--- src/rtl/counter_b4_evt_pkg.sv ---
// Shared definitions for the counter_b4 event logger: event type codes,
// event word field widths and offsets, and the event word width helper.
// Build option: CB4_EVT_TIMESTAMP_EN appends a TS_W-bit timestamp to each word.
package counter_b4_evt_pkg;

   // Event type codes (EVT_NONE is never written into the FIFO)
   localparam logic [1:0] EVT_NONE = 2'b00;
   localparam logic [1:0] EVT_RCO  = 2'b01;
   localparam logic [1:0] EVT_LOAD = 2'b10;
   localparam logic [1:0] EVT_BOTH = 2'b11;

   // Base event word layout: {type, mode, Q}
   localparam int unsigned TYPE_W   = 2;
   localparam int unsigned MODE_W   = 2;
   localparam int unsigned Q_W      = 4;
   localparam int unsigned BASE_W   = TYPE_W + MODE_W + Q_W;
   localparam int unsigned Q_LSB    = 0;
   localparam int unsigned MODE_LSB = Q_LSB + Q_W;
   localparam int unsigned TYPE_LSB = MODE_LSB + MODE_W;

`ifdef CB4_EVT_TIMESTAMP_EN
   localparam bit TS_EN = 1'b1;
`else
   localparam bit TS_EN = 1'b0;
`endif

   // Event word width; the base fields sit above the optional timestamp
   function automatic int unsigned ev_w(input int unsigned ts_w);
      return TS_EN ? (BASE_W + ts_w) : BASE_W;
   endfunction

endpackage

--- src/rtl/cb4_sync_fifo.sv ---
// Generic synchronous show-ahead FIFO with registered head word.
// Ports:
//   clk, rst_n       clock, asynchronous active-low reset
//   clear            synchronous flush, overrides push and pop
//   push, din        write request and data (ignored when full unless popping)
//   pop              read request (ignored when empty)
//   dout, valid      registered head word and non-empty flag (dout=0 when empty)
//   count            entries held, 0..DEPTH
//   full_c           combinational full flag derived from count
module cb4_sync_fifo #(
   parameter int unsigned WIDTH = 8,
   parameter int unsigned DEPTH = 8
) (
   input  logic                       clk,
   input  logic                       rst_n,
   input  logic                       clear,
   input  logic                       push,
   input  logic                       pop,
   input  logic [WIDTH-1:0]           din,
   output logic [WIDTH-1:0]           dout,
   output logic                       valid,
   output logic [$clog2(DEPTH):0]     count,
   output logic                       full_c
);

   localparam int unsigned AW = $clog2(DEPTH);
   localparam int unsigned CW = AW + 1;

   logic [WIDTH-1:0] mem [DEPTH];
   logic [AW-1:0]    rd_ptr;
   logic [AW-1:0]    wr_ptr;
   logic [AW-1:0]    rd_next;
   logic [CW-1:0]    remaining;
   logic [CW-1:0]    cnt_next;
   logic [WIDTH-1:0] head_next;
   logic             do_push;
   logic             do_pop;

   assign full_c = (count == CW'(DEPTH));

   // Next-state: a pop at full frees the slot the same-cycle push reuses.
   // The head register is loaded from din when no older entry survives.
   always_comb begin
      do_pop    = pop & valid;
      do_push   = push & (~full_c | do_pop);
      rd_next   = rd_ptr + AW'(do_pop);
      remaining = count - CW'(do_pop);
      cnt_next  = remaining + CW'(do_push);
      head_next = '0;
      if (cnt_next != '0) begin
         head_next = (remaining == '0) ? din : mem[rd_next];
      end
   end

   // Pointer, count and head registers
   always_ff @(posedge clk or negedge rst_n) begin
      if (!rst_n) begin
         rd_ptr <= '0;
         wr_ptr <= '0;
         count  <= '0;
         valid  <= 1'b0;
         dout   <= '0;
      end else if (clear) begin
         rd_ptr <= '0;
         wr_ptr <= '0;
         count  <= '0;
         valid  <= 1'b0;
         dout   <= '0;
      end else begin
         rd_ptr <= rd_next;
         wr_ptr <= wr_ptr + AW'(do_push);
         count  <= cnt_next;
         valid  <= (cnt_next != '0);
         dout   <= head_next;
      end
   end

   // Storage array
   always_ff @(posedge clk) begin
      if (do_push && !clear) begin
         mem[wr_ptr] <= din;
      end
   end

endmodule

--- src/rtl/counter_b4_event_fifo.sv ---
// Event logger for the 4-bit counter: records each rco rising edge and each
// load as a tagged word in a FIFO drained over a valid/ready handshake.
// Build option: CB4_EVT_TIMESTAMP_EN adds a free-running TS_W-bit timestamp.
// Ports:
//   b4_clk, b4_reset_n   clock, asynchronous active-low reset
//   b4_Q, b4_rco         counter value and ripple-carry-out
//   b4_load, b4_mode     counter load indication and mode
//   b4_clear             sync flush of FIFO, overflow flag and drop count
//   ev_ready             consumer accepts head entry
//   ev_valid, ev_data    head entry valid and word {type, mode, Q [, ts]}
//   ev_count             entries held
//   ev_overflow          sticky: an event was dropped
//   ev_drops             saturating dropped-event count
module counter_b4_event_fifo
   import counter_b4_evt_pkg::*;
#(
   parameter int unsigned DEPTH  = 8,
   parameter int unsigned TS_W   = 8,
   parameter int unsigned DROP_W = 8
) (
   input  logic                       b4_clk,
   input  logic                       b4_reset_n,
   input  logic [3:0]                 b4_Q,
   input  logic                       b4_rco,
   input  logic                       b4_load,
   input  logic [1:0]                 b4_mode,
   input  logic                       b4_clear,
   input  logic                       ev_ready,
   output logic                       ev_valid,
   output logic [ev_w(TS_W)-1:0]      ev_data,
   output logic [$clog2(DEPTH):0]     ev_count,
   output logic                       ev_overflow,
   output logic [DROP_W-1:0]          ev_drops
);

   localparam int unsigned EV_W = ev_w(TS_W);

   logic            rco_d;
   logic            rco_rise;
   logic [1:0]      ev_type;
   logic            push;
   logic            pop;
   logic            drop;
   logic            fifo_full;
   logic [EV_W-1:0] ev_word;

   // Event detection: rco edge and load may coincide and share one entry
   assign rco_rise = b4_rco & ~rco_d;
   assign ev_type  = {b4_load, rco_rise};
   assign push     = (ev_type != EVT_NONE);
   assign pop      = ev_valid & ev_ready;
   assign drop     = push & fifo_full & ~pop & ~b4_clear;

   // rco history keeps running through b4_clear
   always_ff @(posedge b4_clk or negedge b4_reset_n) begin
      if (!b4_reset_n) begin
         rco_d <= 1'b0;
      end else begin
         rco_d <= b4_rco;
      end
   end

`ifdef CB4_EVT_TIMESTAMP_EN
   logic [TS_W-1:0] ts;

   // Free-running timestamp, unaffected by b4_clear
   always_ff @(posedge b4_clk or negedge b4_reset_n) begin
      if (!b4_reset_n) begin
         ts <= '0;
      end else begin
         ts <= ts + TS_W'(1);
      end
   end

   assign ev_word = {ev_type, b4_mode, b4_Q, ts};
`else
   assign ev_word = {ev_type, b4_mode, b4_Q};
`endif

   // Overflow flag and saturating drop counter
   always_ff @(posedge b4_clk or negedge b4_reset_n) begin
      if (!b4_reset_n) begin
         ev_overflow <= 1'b0;
         ev_drops    <= '0;
      end else if (b4_clear) begin
         ev_overflow <= 1'b0;
         ev_drops    <= '0;
      end else if (drop) begin
         ev_overflow <= 1'b1;
         if (ev_drops != '1) begin
            ev_drops <= ev_drops + DROP_W'(1);
         end
      end
   end

   cb4_sync_fifo #(
      .WIDTH (EV_W),
      .DEPTH (DEPTH)
   ) u_fifo (
      .clk    (b4_clk),
      .rst_n  (b4_reset_n),
      .clear  (b4_clear),
      .push   (push),
      .pop    (pop),
      .din    (ev_word),
      .dout   (ev_data),
      .valid  (ev_valid),
      .count  (ev_count),
      .full_c (fifo_full)
   );

endmodule
--- config.mk ---
export PLATFORM = sky130hd
export DESIGN_NAME = counter_b4_event_fifo
export DESIGN_NICKNAME = d
export VERILOG_FILES = /design/src/rtl/counter_b4_evt_pkg.sv /design/src/rtl/cb4_sync_fifo.sv /design/src/rtl/counter_b4_event_fifo.sv
export SDC_FILE = /design/constraint.sdc
export NUM_CORES = 1
export LEC_CHECK = 0
export BUFFER_PORTS_ARGS = -buffer_cell sky130_fd_sc_hd__buf_4
export CORE_ASPECT_RATIO = 0.75
export CORE_UTILIZATION = 38
export CTS_CLUSTER_DIAMETER = 50
export CTS_CLUSTER_SIZE = 30
export DETAILED_ROUTE_END_ITERATION = 10
export PLACE_DENSITY = 0.64
export SETUP_SLACK_MARGIN = 0.02
export SLEW_MARGIN = 5
export SYNTH_ARGS = -nofsm -noshare
export SYNTH_HDL_FRONTEND = slang
export SYNTH_SLANG_ARGS = --single-unit
--- constraint.sdc ---
create_clock -name b4_clk -period 4.2 [get_ports b4_clk]
set_clock_uncertainty 0.15 [all_clocks]
set_input_delay 0.63 -clock b4_clk [delete_from_list [all_inputs] [get_ports b4_clk]]
set_output_delay 0.63 -clock b4_clk [all_outputs]
set_load 0.05 [all_outputs]
# Yosys cells after proc, flatten, opt, wreduce, memory -nomap -nowiden
# Memory sizes are Yosys's and may differ from the RTL's.
# Cells that the tools add are included.
word_totals:
  out_inout_bits: 22
  mem_count: 1
  reg_bits: 29
  in_bits: 12
  ram_bits: 64
memory_table:
  columns: ["name", "depth", "width", "rd", "rd_clocked_by_memory_dff", "wr", "line", "text"]
  rows:
  - ["u_fifo.mem", 8, 8, 1, 0, 1, "cb4_sync_fifo.sv:29", "logic [WIDTH-1:0] mem [DEPTH];"]
op_classes:
  reduce_logical: 8
  n_mux: 14
  n_eq_ne: 2
  add_sub_neg: 5
  n_bitwise: 12
op_table:
  columns: ["cell", "n"]
  rows:
  - ["8-bit two-way mux", 6]
  - ["8-bit by 1-bit adder with 8-bit output (second input constant)", 1]
  - ["8-bit inequality test (second input constant)", 1]
  - ["1-bit bitwise AND", 7]
  - ["3-bit by 1-bit adder with 3-bit output", 2]
  - ["3-bit two-way mux", 2]
  - ["2-bit nonzero test", 3]
  - ["1-bit two-way mux", 5]
  - ["4-bit by 1-bit adder with 4-bit output", 1]
  - ["4-bit == test (second input constant)", 1]
  - ["4-bit logical NOT", 1]
  - ["4-bit two-way mux", 1]
  - ["1-bit inverter", 4]
  - ["4-bit nonzero test", 1]
  - ["4-bit by 1-bit subtractor with 4-bit output", 1]
  - ["2-bit AND reduction", 1]
  - ["1-bit logical AND", 1]
  - ["1-bit logical NOT", 1]
  - ["1-bit bitwise OR", 1]

# Logic depth before layout (Yosys ltp)
# Gate-level depths: netlist of the first run.
depth:
  ltp_word: 8
  depth_mapped: 11

# Modules after synthesis
# From an unflattened synthesis of the first run, not the netlist that was laid out.
unflattened:
  cells_unflattened: 268
  area_unflattened_um2: 3986.3
modules_own_cells:
  columns: ["module", "instances", "area_per_inst_um2", "cells_each", "seq_area_each_um2"]
  rows:
  - ["cb4_sync_fifo", 1, 3410.8, 212, 2397.3]
  - ["counter_b4_event_fifo", 1, 575.6, 56, 250.2]

# Worst setup path after synthesis of the first run
# Ideal clock, no wire load.
synth_path:
  kind: "flip-flop to flip-flop"
  from: "reg u_fifo.count[1]"
  to: "reg u_fifo.dout[0]"
  period_less_slack_ns: 3.070
  path_slack_ns: 1.130
  path_buffers: 0
  arrival_ns: 2.854
  setup_ns: 0.066
  path_stages_with_launch: 11
  path_cell_list: "dfrtp_1 > or4b_4 > o22ai_1 > inv_1 > ha_1 > ha_1 > xnor2_1 > xnor2_1 > nor3_1 > a21oi_1 > o211a_1"
synth_via:
  elab_chain_len: 8
  word_cells_on_any_way: 11
  cone_classes: "add/sub (2); eq/ne (1); mux (3); bitwise (3); reduce/logical (2)"
synth_rtl:
  columns: ["item", "line", "text"]
  rows:
  - ["start: declaration", "cb4_sync_fifo.sv:22", "output logic [$clog2(DEPTH):0] count,"]
  - ["start signal: assignment", "cb4_sync_fifo.sv:72", "count <= cnt_next;"]
  - ["4-bit == test", "cb4_sync_fifo.sv:39", "assign full_c = (count == CW'(DEPTH));"]
  - ["1-bit inverter", "cb4_sync_fifo.sv:45", "do_push = push & (~full_c | do_pop);"]
  - ["1-bit bitwise OR", "cb4_sync_fifo.sv:45", null]
  - ["1-bit bitwise AND", "cb4_sync_fifo.sv:45", null]
  - ["4-bit by 1-bit adder with 4-bit output", "cb4_sync_fifo.sv:48", "cnt_next = remaining + CW'(do_push);"]
  - ["4-bit nonzero test", "cb4_sync_fifo.sv:50", "if (cnt_next != '0) begin"]
  - ["8-bit two-way mux *", "cb4_sync_fifo.sv:50", null]
  - ["8-bit two-way mux *", "cb4_sync_fifo.sv:63", "end else if (clear) begin"]
  - ["end signal: assignment", "cb4_sync_fifo.sv:74", "dout <= head_next;"]
  - ["end: declaration", "cb4_sync_fifo.sv:20", "output logic [WIDTH-1:0] dout,"]
# Mark *: on every way between the ends. The rest lies on a longest branch, timed or not.
# A chain may end at the register's enable or synchronous reset.

# Worst setup path after layout of the first run
layout_path:
  from: "reg u_fifo.count[1]"
  to: "reg u_fifo.dout[7]"
# Same word-level chain as after synthesis.

==> out/metrics.yaml, run 1 <==
status:
  status: "completed"
clocking:
  htree_levels: 3
  clk_latency_ps: 340
  clock_sinks: 93
  cts_resized: 0
  cts-root-buf: "clkbuf_16"
  path_clk_slew_ps: 60
  hold_buffers: 0
  post_cts_buffers: 0
  cts_buffer_depth: 2
  cts_inserted_buffers: 9
  tritoncts: "yes"
critical_path:
  path_cells: "or4b_4 -> o22ai_1 -> inv_1 -> ha_1 -> and4b_1 -> a2111o_1 -> o311ai_1 -> a21oi_1 -> buf_4 -> o211a_1"
  worstPathRequired_ps: 4270
  cp.arrival_ps: 3160
  r2r-start: "u_fifo.count[1]"
  startpoint_type: "flop"
  path_max_fanout: 9
  max_stage_delay_ps: 560
  end_kind: "flop"
  cp_slowest_cell: "or4b_4"
  rrSetupSlack_ps: 1120
  critical_path_class: "reg -> reg"
  startpoint: "u_fifo.count[1]"
synth:
  ys_ff_latch: 93
  synthesis.area_mm2: 0.003904
  synthAdderAreaFrac_pct: 2.885
  synthCells: 239
  syn_avg_cell_area_um2: 16.33
  yosysSeqAreaShare_pct: 67.82
  synth_compound_area_share_pct: 4.487
  synth_cell_types: 36
  muxShareOfSynthArea_pct: 11.54
  yosys.area_share.simple_pct: 9.135
  synth_top_family_by_area: "multiplexers"
  synth_xor_area_share_pct: 2.660
  yosys_warnings: 0
  synthesis.nets: 260
final_layout:
  layout_common_cells: "edfxtp_1 (64), buf_4 (40), dfrtp_1 (29)"
  nets: 304
  area_delta_synth_final_pct: 18.11
  fill_cells: 826
  register_area_mm2: 0.002648
  final_core_util_pct: 46.98
  drive_above_1_share_pct: 26.04
  antenna_cells: 0
  final_common_cell: "edfxtp_1"
  multi_input_area_mm2: 0.001199
sta:
  finalCriticalPeriod_ps: 3085
  setup-tns-final_ps: 0
  finalHoldViolCount: 0
  tightest_slew_ps: 927.0
  fin_ws_ps: 1115
  rsz0062_at_grt: "no"
  holdWs_ps: 69.44
  fmax_mhz: 324.2
  setup_violations: 0
  relSlewSlack_pct: 37.97
  period_share_pct: 73.44
  drv_slew: 0
route:
  wl_per_cell_um: 16.88
  route.final.wire_length_um: 7089
  postRouteAntennaNets: 0
  viasPerCell: 5.031
  vias: 2113
  drtPass1Iterations: 4
  wl_met1_um: 3210
  wl_met3_um: 449
  drc: 0
  dr.max_layer_used: "met4"
  drt-initial-drc-count: 216
  met2_length_um: 3388
job:
  drv_cap: 0
global_route:
  grt_overflow_total: 0
  grt_start_max_net_pins: 30
  grt_pass1_vias: 2055
  grt_pass1_wl_um: 11250
  grt_usage_pct: 14.40
  antenna_found_initial: 0
floorplan:
  initial_core_util_pct: 39.78
  core-area_mm2: 0.009813
  dieWidth_um: 119.0
  dieArea_mm2: 0.01069
  placement_rows: 31
  io_pins: 34
  die_h_um: 89.78
power_and_ir_drop:
  ir_worst_vdd_v: 0.0002675
  power.static_leakage_nw: 1.763
  p_total_w: 0.002760
  p_per_area_mw_per_mm2: 598.7
hold_path:
  hold_class: "in -> async"
placed_design:
  portBuffers: 33
  dpl.hpwl_um: 4595
  gp_congestion: 0.7752
  dpl_worst_slack_ps: 1101
## critical path, delay by kind of cell, from the launching register on
family                   cells  cell delay, ps
AO/OA/AOI/OAI                5            1010
AND/OR/NAND/NOR              2             790
flip-flops                   1             470
buffers and inverters        2             320
adder cells (fa/ha/maj)      1             240
## layer usage
layer / global-route usage [%] / vias to the layer above
li1: - / 994
met1: 19.27 / 1065
met2: 21.90 / 50
met3: 4.695 / 4
met4: 5.274 / 0
met5: 0 / -
## final cells by class
class | instances | area share (%)
Tap cell | 132 | 3.582
Clock buffer | 11 | 5.047
Clock inverter | 5 | 0.7870
Timing Repair Buffer | 40 | 6.513
Multi-Input combinational cell | 131 | 26.00
Inverter | 8 | 0.6513
Sequential cell | 93 | 57.42
## final timing paths
check / end / depth (start not counted)
min in group b4_clk: rco_d / 1
worst max register to register: u_fifo.dout[7] / 10
worst min-delay path: u_fifo.count[2] / 1
worst min register to register: ev_overflow / 2
worst max-delay path: u_fifo.dout[7] / 10
max in group asynchronous: u_fifo.dout[2] / 1
## cells by family (layout without fill, tap and decap cells)
group,after synthesis,after routing
adder cells (fa/ha/maj),9,9
flip-flops,93,93
XOR/XNOR,11,11
buffers and inverters,15,64
multiplexers,25,25
AO/OA/AOI/OAI,21,21
AND/OR/NAND/NOR,65,65
## state kept, by name, summed over array words and instances, names as in the netlist
name           count
u_fifo.mem        64
ev_drops           8
u_fifo.dout        8
u_fifo.count       4
u_fifo.rd_ptr      3
u_fifo.wr_ptr      3
ev_overflow        1
rco_d              1
u_fifo.valid       1
## through the flow
stage / cell area [µm²] / std cells
floorplan: 3904 / 239
global placement: 4342 / 404
detailed placement: 4342 / 404
CTS: 4611 / 420
global route: 4611 / 420
finish: 4611 / 420
## report_power, final
part           total [W]  switching, W  leakage [nW]  internal, W
sequential       0.00112     0.0000509         0.968      0.00107
combinational   0.000911      0.000531         0.671     0.000380
clock           0.000728      0.000326         0.124     0.000402
## Yosys cell counts
master	number	share of area, %
or3_1	2	0.32
xnor2_1	9	2.0
xor2_1	1	0.22
edfxtp_1	64	49
o311ai_1	1	0.22
and4b_1	2	0.51
nor3_2	1	0.26
a21oi_1	6	0.77
nand3_1	2	0.26
nand2_1	14	1.3
o211a_1	8	2.1
buf_2	1	0.13
mux2i_1	9	2.3
inv_1	8	0.77
and2_1	1	0.16
and3b_1	1	0.22
nor2b_1	11	1.8
o211ai_1	1	0.19
clkbuf_1	4	0.38
a31o_1	1	0.22
nor3_1	4	0.51
nand2b_1	3	0.48
or4b_4	1	0.35
a211o_4	1	0.45
dfrtp_1	29	19
nor4_2	2	0.64
o21ai_1	1	0.13
nor3b_1	1	0.19
xor2_2	1	0.42
buf_1	2	0.19
nor2_1	17	1.6
o22ai_1	1	0.16
a2111o_1	1	0.29
nand4_1	3	0.48
ha_1	9	2.9
mux4_2	16	9.2
Note: power is estimated with default switching activity, not from simulation.
==> run 2, diff against run 1 <==
==> constraint.sdc (replaced) <==
create_clock -name b4_clk -period 3 [get_ports b4_clk]
set_clock_uncertainty 0.15 [all_clocks]
set_input_delay 0.45 -clock b4_clk [delete_from_list [all_inputs] [get_ports b4_clk]]
set_output_delay 0.45 -clock b4_clk [all_outputs]
set_load 0.05 [all_outputs]
==> run 2 against run 1 <==
Net effect: critical path depth increased by 1; sequential share of layout area decreased by 2.9 points; clock power increased by 63%; register-to-register slack got worse by 970 ps; sequential cell count unchanged; core utilization increased by 2.5 points; design area increased by 5.3%; via count increased by 5.1%; maximum frequency increased by 8.0%; largest cell class unchanged; wire length increased by 12%; worst setup slack got worse by 970 ps.
==> out/metrics.yaml, run 2 (synthesized netlist as in run 1, its figures left out) <==
floorplan:
  initial_core_util_pct: 39.78
  io_pins: 34
  die_h_um: 89.78
  dieWidth_um: 119.0
  placement_rows: 31
  dieArea_mm2: 0.01069
  core-area_mm2: 0.009813
hold_path:
  hold_class: "in -> reg"
  hp-start: "b4_rco"
global_route:
  grt_start_max_net_pins: 30
  antenna_found_initial: 0
  grt_usage_pct: 16.10
  grt_pass1_vias: 2256
  grt_pass1_wl_um: 12730
  grt_overflow_total: 0
critical_path:
  path_max_fanout: 5
  worstPathRequired_ps: 3120
  r2r_cells: 11
  cp.arrival_ps: 2970
  rrSetupSlack_ps: 150
  startpoint: "u_fifo.count[1]"
  timing.critical_path.to: "u_fifo.dout[3]"
  timing.rr.end: "u_fifo.dout[3]"
  r2r-start: "u_fifo.count[1]"
  critical_path_class: "reg -> reg"
  end_kind: "flop"
  startpoint_type: "flop"
power_and_ir_drop:
  p_per_area_mw_per_mm2: 872.6
  ir_worst_vdd_v: 0.0004040
  power.static_leakage_nw: 1.878
route:
  drtPass1Iterations: 4
  postRouteAntennaNets: 0
  wl_per_cell_um: 18.24
  drt-initial-drc-count: 209
  viasPerCell: 5.092
  route.final.wire_length_um: 7954
  met2_length_um: 3647
  dr.max_layer_used: "met4"
  drc: 0
  vias: 2220
  wl_met3_um: 433
  wl_met1_um: 3842
sta:
  holdWs_ps: 85.11
  setup-tns-final_ps: 0
  drv_slew: 0
  setup_violations: 0
  relSlewSlack_pct: 60.98
  finalHoldViolCount: 0
  period_share_pct: 95.17
  tightest_slew_ps: 584.3
  finalCriticalPeriod_ps: 2855
  fin_ws_ps: 145.0
  rsz0062_at_grt: "yes"
  fmax_mhz: 350.3
final_layout:
  area_delta_synth_final_pct: 24.42
  fin_area_mm2: 0.004857
  largestRegisters: "u_fifo.mem x64, ev_drops x8, u_fifo.dout x8"
  layout_common_cells: "edfxtp_1 (64), buf_4 (53), dfrtp_1 (28)"
  final_common_cell: "edfxtp_1"
  drive_above_1_share_pct: 32.24
  largest_register_ffs: 64
  fill_cells: 832
  multi_input_area_mm2: 0.001267
  nets: 320
  register_area_mm2: 0.002649
  top_register: "u_fifo.mem"
  antenna_cells: 0
clocking:
  clock_sinks: 93
  htree_levels: 3
  cts_inserted_buffers: 9
  cts_buffer_depth: 2
  tritoncts: "yes"
  clk_latency_ps: 330
  cts-root-buf: "clkbuf_16"
  path_clk_slew_ps: 60
job:
  drv_cap: 0
placed_design:
  dpl.hpwl_um: 5029
  gp_congestion: 0.7374
  dpl_worst_slack_ps: -85.00
  portBuffers: 33
  place_area_mm2: 0.004449
status:
  status: "completed"
==> run 2: cell count changes in the layout (fill, tap and decap cells not counted), sizes merged <==
cell and delta:
clkinv -1, bufinv +2, clkinvlp -1, a21oi +1, buf +14, inv -1, dlygate4sd3 +1, clkbuf +1
==> run 2: through the flow <==
stage                     utilization, %  total power (W)  instances
after floorplan                        -         0.002516        239
after global placement             45.34         0.002925        416
after detailed placement           45.34         0.002947        416
after CTS                          49.04         0.004218        434
after global routing               49.50         0.004441        436
final                              49.50         0.004238        436
==> run 2: timing repair <==
item                                   in CTS  in global routing
endpoints found under the hold margin      29                  0
setup endpoints to repair                   8                  8
hold buffers                                1                  0
resized for setup                           4                  6
buffers inserted                            0                  2
pin swaps                                   2                  8
cloned                                      1                  0
==> run 2: routing by layer <==
layer	global-route usage (%)	vias up
met3	4.124	4
met1	24.13	1139
met2	23.69	46
met4	3.165	0
met5	0	-
li1	-	1031
==> run 2: worst min-delay path by stage <==
stage                        to  slack, ps  depth (start not counted)
global placement          rco_d        260                          1
finish                    rco_d         90                          1
detailed placement        rco_d        260                          1
global route              rco_d         80                          1
floorplan           ev_drops[0]          4                          0
CTS                       rco_d         70                          1
==> run 2: report_power, final <==
| group | internal [W] | leakage (nW) | switching, W |
|---|---|---|---|
| sequential | 0.00150 | 0.967 | 0.0000520 |
| clock | 0.000750 | 0.150 | 0.000441 |
| combinational | 0.000637 | 0.761 | 0.000858 |
==> run 2: cell type report <==
type / count / area share (%)
repair buffers: 55 / 8.810
clock buffers: 12 / 5.075
clock inverters: 4 / 1.468
multi-input cells: 132 / 26.09
flip-flops and latches: 93 / 54.53
well taps: 132 / 3.400
inverters: 8 / 0.6182
==> run 2: critical path, stage by stage (launching register included) <==
cell	delay, ps
dfrtp_2	400
or4b_4	570
o22ai_4	220
inv_2	80
ha_4	170
ha_2	170
xnor2_1	130
xnor2_1	240
nor3_2	70
buf_4	160
a21oi_4	250
o211a_1	200
==> run 3, diff against run 2 <==
--- a/config.mk
+++ b/config.mk
@@ -7,11 +7,12 @@
 export LEC_CHECK = 0
 export BUFFER_PORTS_ARGS = -buffer_cell sky130_fd_sc_hd__buf_4
 export CORE_ASPECT_RATIO = 0.75
-export CORE_UTILIZATION = 38
+export CORE_UTILIZATION = 40
+export CTS_BUF_LIST = sky130_fd_sc_hd__clkbuf_8
 export CTS_CLUSTER_DIAMETER = 50
 export CTS_CLUSTER_SIZE = 30
 export DETAILED_ROUTE_END_ITERATION = 10
-export PLACE_DENSITY = 0.64
+export PLACE_DENSITY = 0.66
 export SETUP_SLACK_MARGIN = 0.02
 export SLEW_MARGIN = 5
 export SYNTH_ARGS = -nofsm -noshare
==> run 3 against run 2 <==
Net effect: sequential share of layout area rose by 1.9 points; critical path depth fell by 1; non-clock buffer count fell by 1.
==> out/metrics.yaml, run 3 (synthesized netlist as in run 1, its figures left out) <==
route:
  wl_per_cell_um: 17.64
  drt-initial-drc-count: 173
  vias: 2195
  viasPerCell: 5.093
  route.final.wire_length_um: 7603
  drc: 0
  postRouteAntennaNets: 0
  drtPass1Iterations: 4
floorplan:
  placement_rows: 30
  dieArea_mm2: 0.01016
  core-area_mm2: 0.009271
  io_pins: 34
  dieWidth_um: 116.1
  die_h_um: 87.56
  initial_core_util_pct: 42.11
sta:
  finalCriticalPeriod_ps: 2929
  finalHoldViolCount: 0
  fin_ws_ps: 70.85
  relSlewSlack_pct: 62.23
  period_share_pct: 97.64
  setup_violations: 0
  drv_slew: 0
  tightest_slew_ps: 565.6
  fmax_mhz: 341.4
power_and_ir_drop:
  p_per_area_mw_per_mm2: 812.6
  ir_worst_vdd_v: 0.0003506
  power.static_leakage_nw: 1.830
global_route:
  antenna_found_initial: 0
  grt_overflow_total: 0
  grt_pass1_wl_um: 11940
  grt_start_max_net_pins: 30
  grt_usage_pct: 16.55
  grt_pass1_vias: 2116
final_layout:
  register_area_mm2: 0.002649
  antenna_cells: 0
  top_register: "u_fifo.mem"
  largestRegisters: "u_fifo.mem x64, ev_drops x8, u_fifo.dout x8"
  nets: 319
  multi_input_area_mm2: 0.001247
  area_delta_synth_final_pct: 20.32
  drive_above_1_share_pct: 32.34
  final_cells: 431
  layout_common_cells: "edfxtp_1 (64), buf_4 (52), dfrtp_1 (28)"
  largest_register_ffs: 64
  final_common_cell: "edfxtp_1"
  final_core_util_pct: 50.66
  fill_cells: 797
clocking:
  cts_inserted_buffers: 9
  clock_sinks: 93
  cts_buffer_depth: 2
  path_clk_slew_ps: 90
  clk_latency_ps: 370
  cts-root-buf: "clkbuf_8"
  htree_levels: 3
  tritoncts: "yes"
placed_design:
  gp_congestion: 0.7341
  placed_cells: 412
  portBuffers: 33
  dpl.hpwl_um: 4979
  dpl_worst_slack_ps: 14.99
critical_path:
  cp_slowest_cell: "or4b_4"
  path_buf_inv: 1
  path_cells: "or4b_4 -> o22ai_2 -> inv_1 -> ha_2 -> ha_1 -> xnor2_2 -> xnor2_1 -> nor3_2 -> a21oi_2 -> o211a_1"
  critical_path_class: "reg -> reg"
  cp.arrival_ps: 3040
  max_stage_delay_ps: 530
  startpoint_type: "flop"
  cp_top_family: "simple AND/OR/NAND/NOR gates"
  r2r-start: "u_fifo.count[1]"
  worstPathRequired_ps: 3110
  end_kind: "flop"
  path_max_fanout: 4
  startpoint: "u_fifo.count[1]"
hold_path:
  hold_class: "in -> reg"
  hp-start: "b4_rco"
status:
  status: "completed"
job:
  drv_cap: 0
[run 3: cell count changes in the layout (fill, tap and decap cells not counted), moves of 2 or more]
cell and delta:
clkinv_2 +3, inv_1 +2, clkbuf_1 -2, clkbuf_16 -9, clkbuf_8 +8
[run 3: where the power goes]
group	switching (W)	leakage, nW	internal (W)	total [W]
clock network	0.000433	0.105	0.000382	0.000815
registers	0.0000507	0.967	0.00150	0.00155
logic	0.000841	0.759	0.000613	0.00145
[run 3: worst register-to-register path: stages (launching register included)]
cell and delay, ps:
dfrtp_2 420, or4b_4 530, o22ai_2 180, inv_1 90
ha_2 200, ha_1 210, xnor2_2 140, xnor2_1 170
nor3_2 420, a21oi_2 160, o211a_1 160
[run 3: path summary, 6_finish.rpt]
check	endpoint	slack [ps]	cells after the start
max	u_fifo.dout[1]	70	10
min	rco_d	40	1
max reg2reg	u_fifo.dout[1]	70	10
min reg2reg	ev_overflow	380	2
max in group asynchronous	u_fifo.count[1]	2010	2
min in group asynchronous	u_fifo.count[2]	390	2
[run 3: per-stage QoR]
| stage | instance area, µm² | hold WS (ps) | setup TNS [ps] | total power [W] |
|---|---|---|---|---|
| after floorplan | 3909 | 4.409 | 0 | 0.002516 |
| after global placement | 4444 | 251.2 | 0 | 0.002933 |
| after detailed placement | 4444 | 256.2 | 0 | 0.002942 |
| after CTS | 4652 | 25.70 | 0 | 0.003773 |
| after global routing | 4697 | 26.95 | -165.2 | 0.004026 |
| final | 4697 | 43.41 | 0 | 0.003817 |
[run 3: area by class of cell]
class | count | share of cell area, %
flip-flops and latches | 93 | 56.39
inverters | 8 | 0.6393
well taps | 128 | 3.410
multi-input cells | 132 | 26.56
clock buffers | 9 | 2.637
clock inverters | 7 | 1.412
repair buffers | 54 | 8.950
[run 3: routing by layer]
layer | GRT usage, % | part of all wire, %
met1 | 24.41 | 48
met2 | 23.16 | 46
met3 | 4.637 | 4.7
met4 | 6.643 | 1.5
met5 | 0 | 0
[run 3: what timing repair did]
action,4_1_cts,5_1_grt
endpoints found under the hold margin,29,0
cloned,0,1
gates resized for setup,1,5
setup endpoints to repair,8,8
setup buffers,0,1
hold buffers,1,0
pin swaps,0,5
